### src/rtl/seq_scan_ctrl.sv
// rtl/seq_scan_ctrl.sv - word-level controller around an overlapping Moore 1011 detector (optional SEQ_SCAN_TOTAL_EN adds total_count)
module seq_scan_ctrl #(
    parameter int WIDTH = 8,
    parameter int CNT_W = 4
) (
    input  logic             clk,
    input  logic             reset,
    input  logic             in_valid,
    input  logic [WIDTH-1:0] in_data,
    output logic             in_ready,
    input  logic             clear,
    output logic             out_valid,
    output logic [CNT_W-1:0] out_count,
    input  logic             out_ready,
    output logic             busy,
    output logic [2:0]       det_state
`ifdef SEQ_SCAN_TOTAL_EN
    ,
    output logic [15:0]      total_count
`endif
);

    localparam int IDX_W = $clog2(WIDTH);

    typedef enum logic [1:0] {
        IDLE   = 2'd0,
        SHIFT  = 2'd1,
        REPORT = 2'd2
    } ctrl_t;

    typedef enum logic [2:0] {
        S0 = 3'd0,
        S1 = 3'd1,
        S2 = 3'd2,
        S3 = 3'd3,
        S4 = 3'd4
    } det_t;

    ctrl_t            state, state_n;
    det_t             det, det_n, det_step;
    logic [WIDTH-1:0] shreg, shreg_n;
    logic [IDX_W-1:0] idx, idx_n;
    logic [CNT_W-1:0] wcnt, wcnt_n;
    logic [CNT_W-1:0] ocnt_n;
    logic             ovalid_n;
    logic             hit;
`ifdef SEQ_SCAN_TOTAL_EN
    logic [15:0]      total, total_n;
`endif

    // One step of the overlapping 1011 recognizer; S4 means a match just completed
    function automatic det_t det_next(input det_t s, input logic x);
        case (s)
            S0:      det_next = x ? S1 : S0;
            S1:      det_next = x ? S1 : S2;
            S2:      det_next = x ? S3 : S0;
            S3:      det_next = x ? S4 : S2;
            S4:      det_next = x ? S1 : S2;
            default: det_next = S0;
        endcase
    endfunction

    // State and datapath registers
    always_ff @(posedge clk or negedge reset) begin
        if (!reset) begin
            state     <= IDLE;
            det       <= S0;
            shreg     <= '0;
            idx       <= '0;
            wcnt      <= '0;
            out_count <= '0;
            out_valid <= 1'b0;
`ifdef SEQ_SCAN_TOTAL_EN
            total     <= '0;
`endif
        end else begin
            state     <= state_n;
            det       <= det_n;
            shreg     <= shreg_n;
            idx       <= idx_n;
            wcnt      <= wcnt_n;
            out_count <= ocnt_n;
            out_valid <= ovalid_n;
`ifdef SEQ_SCAN_TOTAL_EN
            total     <= total_n;
`endif
        end
    end

    // Next-state logic; the last shift slot also captures the report so out_count is registered
    always_comb begin
        state_n  = state;
        det_n    = det;
        det_step = det_next(det, shreg[WIDTH-1]);
        shreg_n  = shreg;
        idx_n    = idx;
        wcnt_n   = wcnt;
        ocnt_n   = out_count;
        ovalid_n = out_valid;
        hit      = 1'b0;
        case (state)
            IDLE: begin
                if (in_valid) begin
                    shreg_n = in_data;
                    idx_n   = IDX_W'(WIDTH - 1);
                    wcnt_n  = '0;
                    state_n = SHIFT;
                end
            end
            SHIFT: begin
                det_n   = det_step;
                hit     = !clear && (det_step == S4);
                shreg_n = {shreg[WIDTH-2:0], 1'b0};
                idx_n   = idx - 1'b1;
                if (hit && (wcnt != {CNT_W{1'b1}}))
                    wcnt_n = wcnt + 1'b1;
                if (idx == '0) begin
                    state_n  = REPORT;
                    ovalid_n = 1'b1;
                    ocnt_n   = wcnt_n;
                end
            end
            REPORT: begin
                if (out_ready) begin
                    state_n  = IDLE;
                    ovalid_n = 1'b0;
                end
            end
            default: state_n = IDLE;
        endcase
        // A cleared bit still uses its slot but leaves no history behind
        if (clear)
            det_n = S0;
`ifdef SEQ_SCAN_TOTAL_EN
        if (clear)
            total_n = '0;
        else if (hit)
            total_n = total + 16'd1;
        else
            total_n = total;
`endif
    end

    // Handshake and debug outputs decode registered state only
    always_comb begin
        in_ready  = (state == IDLE);
        busy      = (state != IDLE);
        det_state = det;
    end

`ifdef SEQ_SCAN_TOTAL_EN
    assign total_count = total;
`endif

endmodule

### config.mk
export PLATFORM = sky130hd
export DESIGN_NAME = seq_scan_ctrl
export DESIGN_NICKNAME = d
export VERILOG_FILES = /design/src/rtl/seq_scan_ctrl.sv
export SDC_FILE = /design/constraint.sdc
export NUM_CORES = 1
export LEC_CHECK = 0
export ABC_CLOCK_PERIOD_IN_PS = 4300
export CAP_MARGIN = 20
export CORE_MARGIN = 3
export CORE_UTILIZATION = 46
export DETAILED_ROUTE_END_ITERATION = 10
export PLACE_DENSITY = 0.7
export SLEW_MARGIN = 40
export SYNTH_ARGS = -nofsm -noshare
export SYNTH_HDL_FRONTEND = slang
export SYNTH_SLANG_ARGS = --single-unit
### constraint.sdc
create_clock -name clk -period 4.3 [get_ports clk]
set_input_delay 1.075 -clock clk [delete_from_list [all_inputs] [get_ports clk]]
set_output_delay 1.075 -clock clk [all_outputs]
set_load 0.01 [all_outputs]
Word-level counts from Yosys, hierarchy flattened:

Cells that the tools add are included.
W data, S select, Z words.

* $add $sub $neg: 2
* $mul: 0
* div/mod/pow operators: 0
* magnitude comparators: 0
* equality and inequality tests: 11
* shift-type cells: 0
* muxes and demuxes: 21
* bitwise operators: 0
* reductions and logical operators: 15

Operator list (number)
* $pmux W8 S2: 1
* $mux W3: 4
* $pmux W3 S4: 1
* $mux W2: 5
* $mux W4: 2
* $mux W8: 1
* $pmux W4 S2: 1
* $reduce_bool A2 Y1: 4
* $eq A3 B2 Y1 const B: 2
* $eq A3 B3 Y1 const B: 2
* $logic_not A3 Y1: 2
* $ne A2 B2 Y1 const B: 3
* $pmux W2 S3: 1
* $pmux W3 S2: 1
* $reduce_and A3 Y1: 2
* $add A4 B1 Y4 const B: 1
* $ne A4 B4 Y1 const B: 1
* $reduce_and A2 Y1: 2
* $eq A3 B1 Y1 const B: 1
* $mux W1: 3
* $sub A3 B1 Y3 const B: 1
* $eq A2 B1 Y1 const B: 1
* $eq A2 B2 Y1 const B: 1
* $logic_and A1 B1 Y1: 2
* other kinds (4): 4

* bits in registers: 25
* latch bits: 0
* memory bits (writable): 0
* memory bits (read-only): 0
* word-level logic and storage cells: 56
* memories: 0

Depth between registers and ports, before layout:

* depth after elaboration: 8
* mapped depth: 7

Worst setup path after synthesis:

Ideal clock, no wire load.

* path kind: register to output
* from: reg state[1]
* to: out in_ready
* arrival time: 1.087 ns
* slack: 2.138 ns
* stages on the path, launching flop included: 5
* cells stage by stage: dfrtp_1 > clkbuf_2 > clkbuf_1 > or2_2 > inv_1

* word-level cells in the longest chain between the ends: 1

Ends and longest elaborated chain
* start, declared: line 39 `ctrl_t state, state_n;`
* start signal, assigned: line 77 `state <= state_n;`
* $logic_not A2 Y1: line 146 `in_ready = (state == IDLE);`
* end, declared: line 10 `output logic in_ready,`

No other way between the ends.

Worst setup path after layout:

* from: reg state[0]
* to: out in_ready

The elaborated chain is that of the path after synthesis.

==> metrics.yaml <==
critPathArrivalTime_ps: 1920
drive_above_1_share_pct: 8.125
layout_min_cycle_time_ps: 2999
max_freq_ghz: 0.3334
area_delta_synth_final_pct: 19.00
synth_cell_types: 33
yosys_most_used_dff: "dfrtp_1"
die_h_um: 59.24
hp-class: "reg -> reg"
detail_route.vias_per_cell: 5.421
gp_congestion: 0.8016
finalCritPeriodShare_pct: 69.75
numCtsBuffers: 3
setup_slack_ps: 1301
hold_buffers: 0
syn_area_per_cell_um2: 9.246
ys.warnings.count: 0
clkLatencyLatePin_ps: 320
drc_errors: 0
start_util_pct: 50.34
rsz0062_at_grt: "no"
crit_path_start_kind: "flop"
wl_per_cell_um: 13.84
finalSetupTns_ps: 0
h-tree-depth: 1
gr-total-overflow: 0
clock_path_buffers: 2
p_total_mw: 0.7582
async_flop_share_pct: 100.0
path_clk_slew_ps: 130
critPathKind: "reg -> out"
io_pins: 23
dpl-instance-area_um2: 1524
max_slew_margin_pct: 57.65
ys_ff_latch: 25
postCtsSetupBuffers: 0
yosysTopAreaCellShare_pct: 47.98
status: "finished clean"
detailroute.via_count: 1030
fin_hold_ws_ps: 497.1
power_density_nw_per_um2: 488.7
die_w_um: 59.24
finalSetupViolCount: 0
first_pass_iters: 4
rows: 18
ctsResizeCount: 0
die-area_um2: 3509
first_global_vias: 972
antenna_found_initial: 0
drt_iter0_drc: 47
cts-root-buf: "clkbuf_4"
dp_hpwl_mm: 1.931
cp_max_fo: 23
grt_first_pass_wirelength_mm: 4.450
fin_area_um2: 1551
cts_tree: "built"
worstMarginPinSlew_ps: 635.3
yosysTopAreaCell: "dfrtp_1"
ant_nets: 0
grt_usage_pct: 16.74
leakage_nw: 0.6508
core_area_um2: 2590
vdd_drop_max_uv: 328.3
syn_nets: 157
required_ps: 3220
synthTopCellsByArea: "dfrtp_1 (48%), o21ai_0 (7.7%), nand2_1 (5.2%), a21oi_1 (5.0%), nor3b_1 (3.5%)"
synth_edf_count: 0
seq_area_frac_synth_pct: 47.98
antenna_cells: 0
wl_mm: 2.629
cts.sinks: 25
drv_cap: 0
grt_max_degree: 26
netlist_area_um2: 1304
portBuffers: 22
dpl_worst_slack_ps: 1662
hold_violations: 0
drv_slew: 0
finalNetCount: 177
skew_ps: 7.271
endpoint_kind: "primary output"
syn_inst: 141
[through the flow]
step	utilization (%)	instances
after floorplan	-	141
after global placement	59.03	186
after detailed placement	58.84	186
after CTS	59.90	190
after global routing	59.90	190
final	59.90	190
[cell families (layout without fill, tap and decap cells)]
kind of cell	count (synthesis)	after routing	synth area share [%]
compound gates	41	41	17.66
xor+xnor	1	1	0.6719
fa+ha+maj	3	3	2.879
buf+inv	12	31	3.934
flops	25	25	47.98
mux	4	4	3.455
simple gates	55	55	23.42
[final timing paths]
kind,from,to,slack [ps],cells after the start
max in group asynchronous,reset,state[0],3220,1
worst min register to register,shreg[4],shreg[4],500,2
worst max-delay path,state[0],in_ready,1300,3
min in group asynchronous,reset,det_state[2],720,1
worst min-delay path,shreg[4],shreg[4],500,2
worst max register to register,state[0],wcnt[0],2430,4
[layout by cell type (no fill, tap or decap)]
| cell type | netlist | final |
|---|---|---|
| o31ai_1 | 1 | 1 |
| a211o_1 | 1 | 1 |
| or2b_1 | 1 | 1 |
| or2_2 | 2 | 2 |
| ha_1 | 3 | 3 |
| xor2_1 | 1 | 1 |
| nand3_4 | 1 | 1 |
| buf_2 | 1 | 1 |
| or3_1 | 1 | 1 |
| or3b_2 | 1 | 1 |
| nor2_1 | 11 | 11 |
| nand2_1 | 18 | 18 |
| and4bb_4 | 1 | 1 |
| a221oi_1 | 1 | 1 |
| nand2b_1 | 4 | 4 |
| clkdlybuf4s50_1 | 0 | 21 |
| nand3b_1 | 3 | 3 |
| nor3b_1 | 6 | 6 |
| inv_1 | 5 | 5 |
| mux2i_1 | 3 | 3 |
| a21oi_1 | 13 | 13 |
| a22oi_1 | 3 | 3 |
| o21ai_0 | 20 | 20 |
| clkbuf_4 | 0 | 3 |
| a21o_1 | 1 | 1 |
| nor3_1 | 2 | 2 |
| nand3_1 | 2 | 2 |
| and2b_1 | 1 | 1 |
| mux2_4 | 1 | 1 |
| and3_2 | 1 | 1 |
| clkinv_2 | 0 | 1 |
| dfrtp_1 | 25 | 25 |
| a22o_2 | 1 | 1 |
[critical path, cell delays in order, from the launching register on]
cell and delay (ps):
dfrtp_1 640, or2_2 390, inv_1 50, clkdlybuf4s50_1 520
[flip-flops by register name, summed over array words and instances, names as in the netlist]
register	flops
idx	3
wcnt	4
shreg	8
state	2
out_valid	1
out_count	4
det_state	3
[cell type report]
type / count / area, µm²
fill: 233 / 1039
clock buffer: 3 / 22.52
tap: 30 / 37.54
clock inverter: 1 / 5.005
sequential: 25 / 625.6
inverter: 5 / 18.77
timing repair buffer: 22 / 215.2
multi-input combinational: 104 / 626.9
[where the power goes]
group / total (mW) / switching (mW) / internal [mW]
Sequential: 0.374 / 0.0731 / 0.301
Combinational: 0.279 / 0.140 / 0.139
Clock: 0.105 / 0.0706 / 0.0348
[layer usage]
layer	global-route usage (%)	share of wire [%]	vias up
met2	26.05	46	20
met3	2.832	3.2	4
met4	6.796	1.4	0
met5	0	0	-
li1	-	-	529
met1	23.06	50	477
[synth_stat cells, types with 4 or more instances]
cell type,n
a21oi_1,13
inv_1,5
nor3b_1,6
nand2_1,18
dfrtp_1,25
clkbuf_1,4
nand2b_1,4
o21ai_0,20
nor2_1,11
Note: power is estimated with default switching activity, not from simulation.
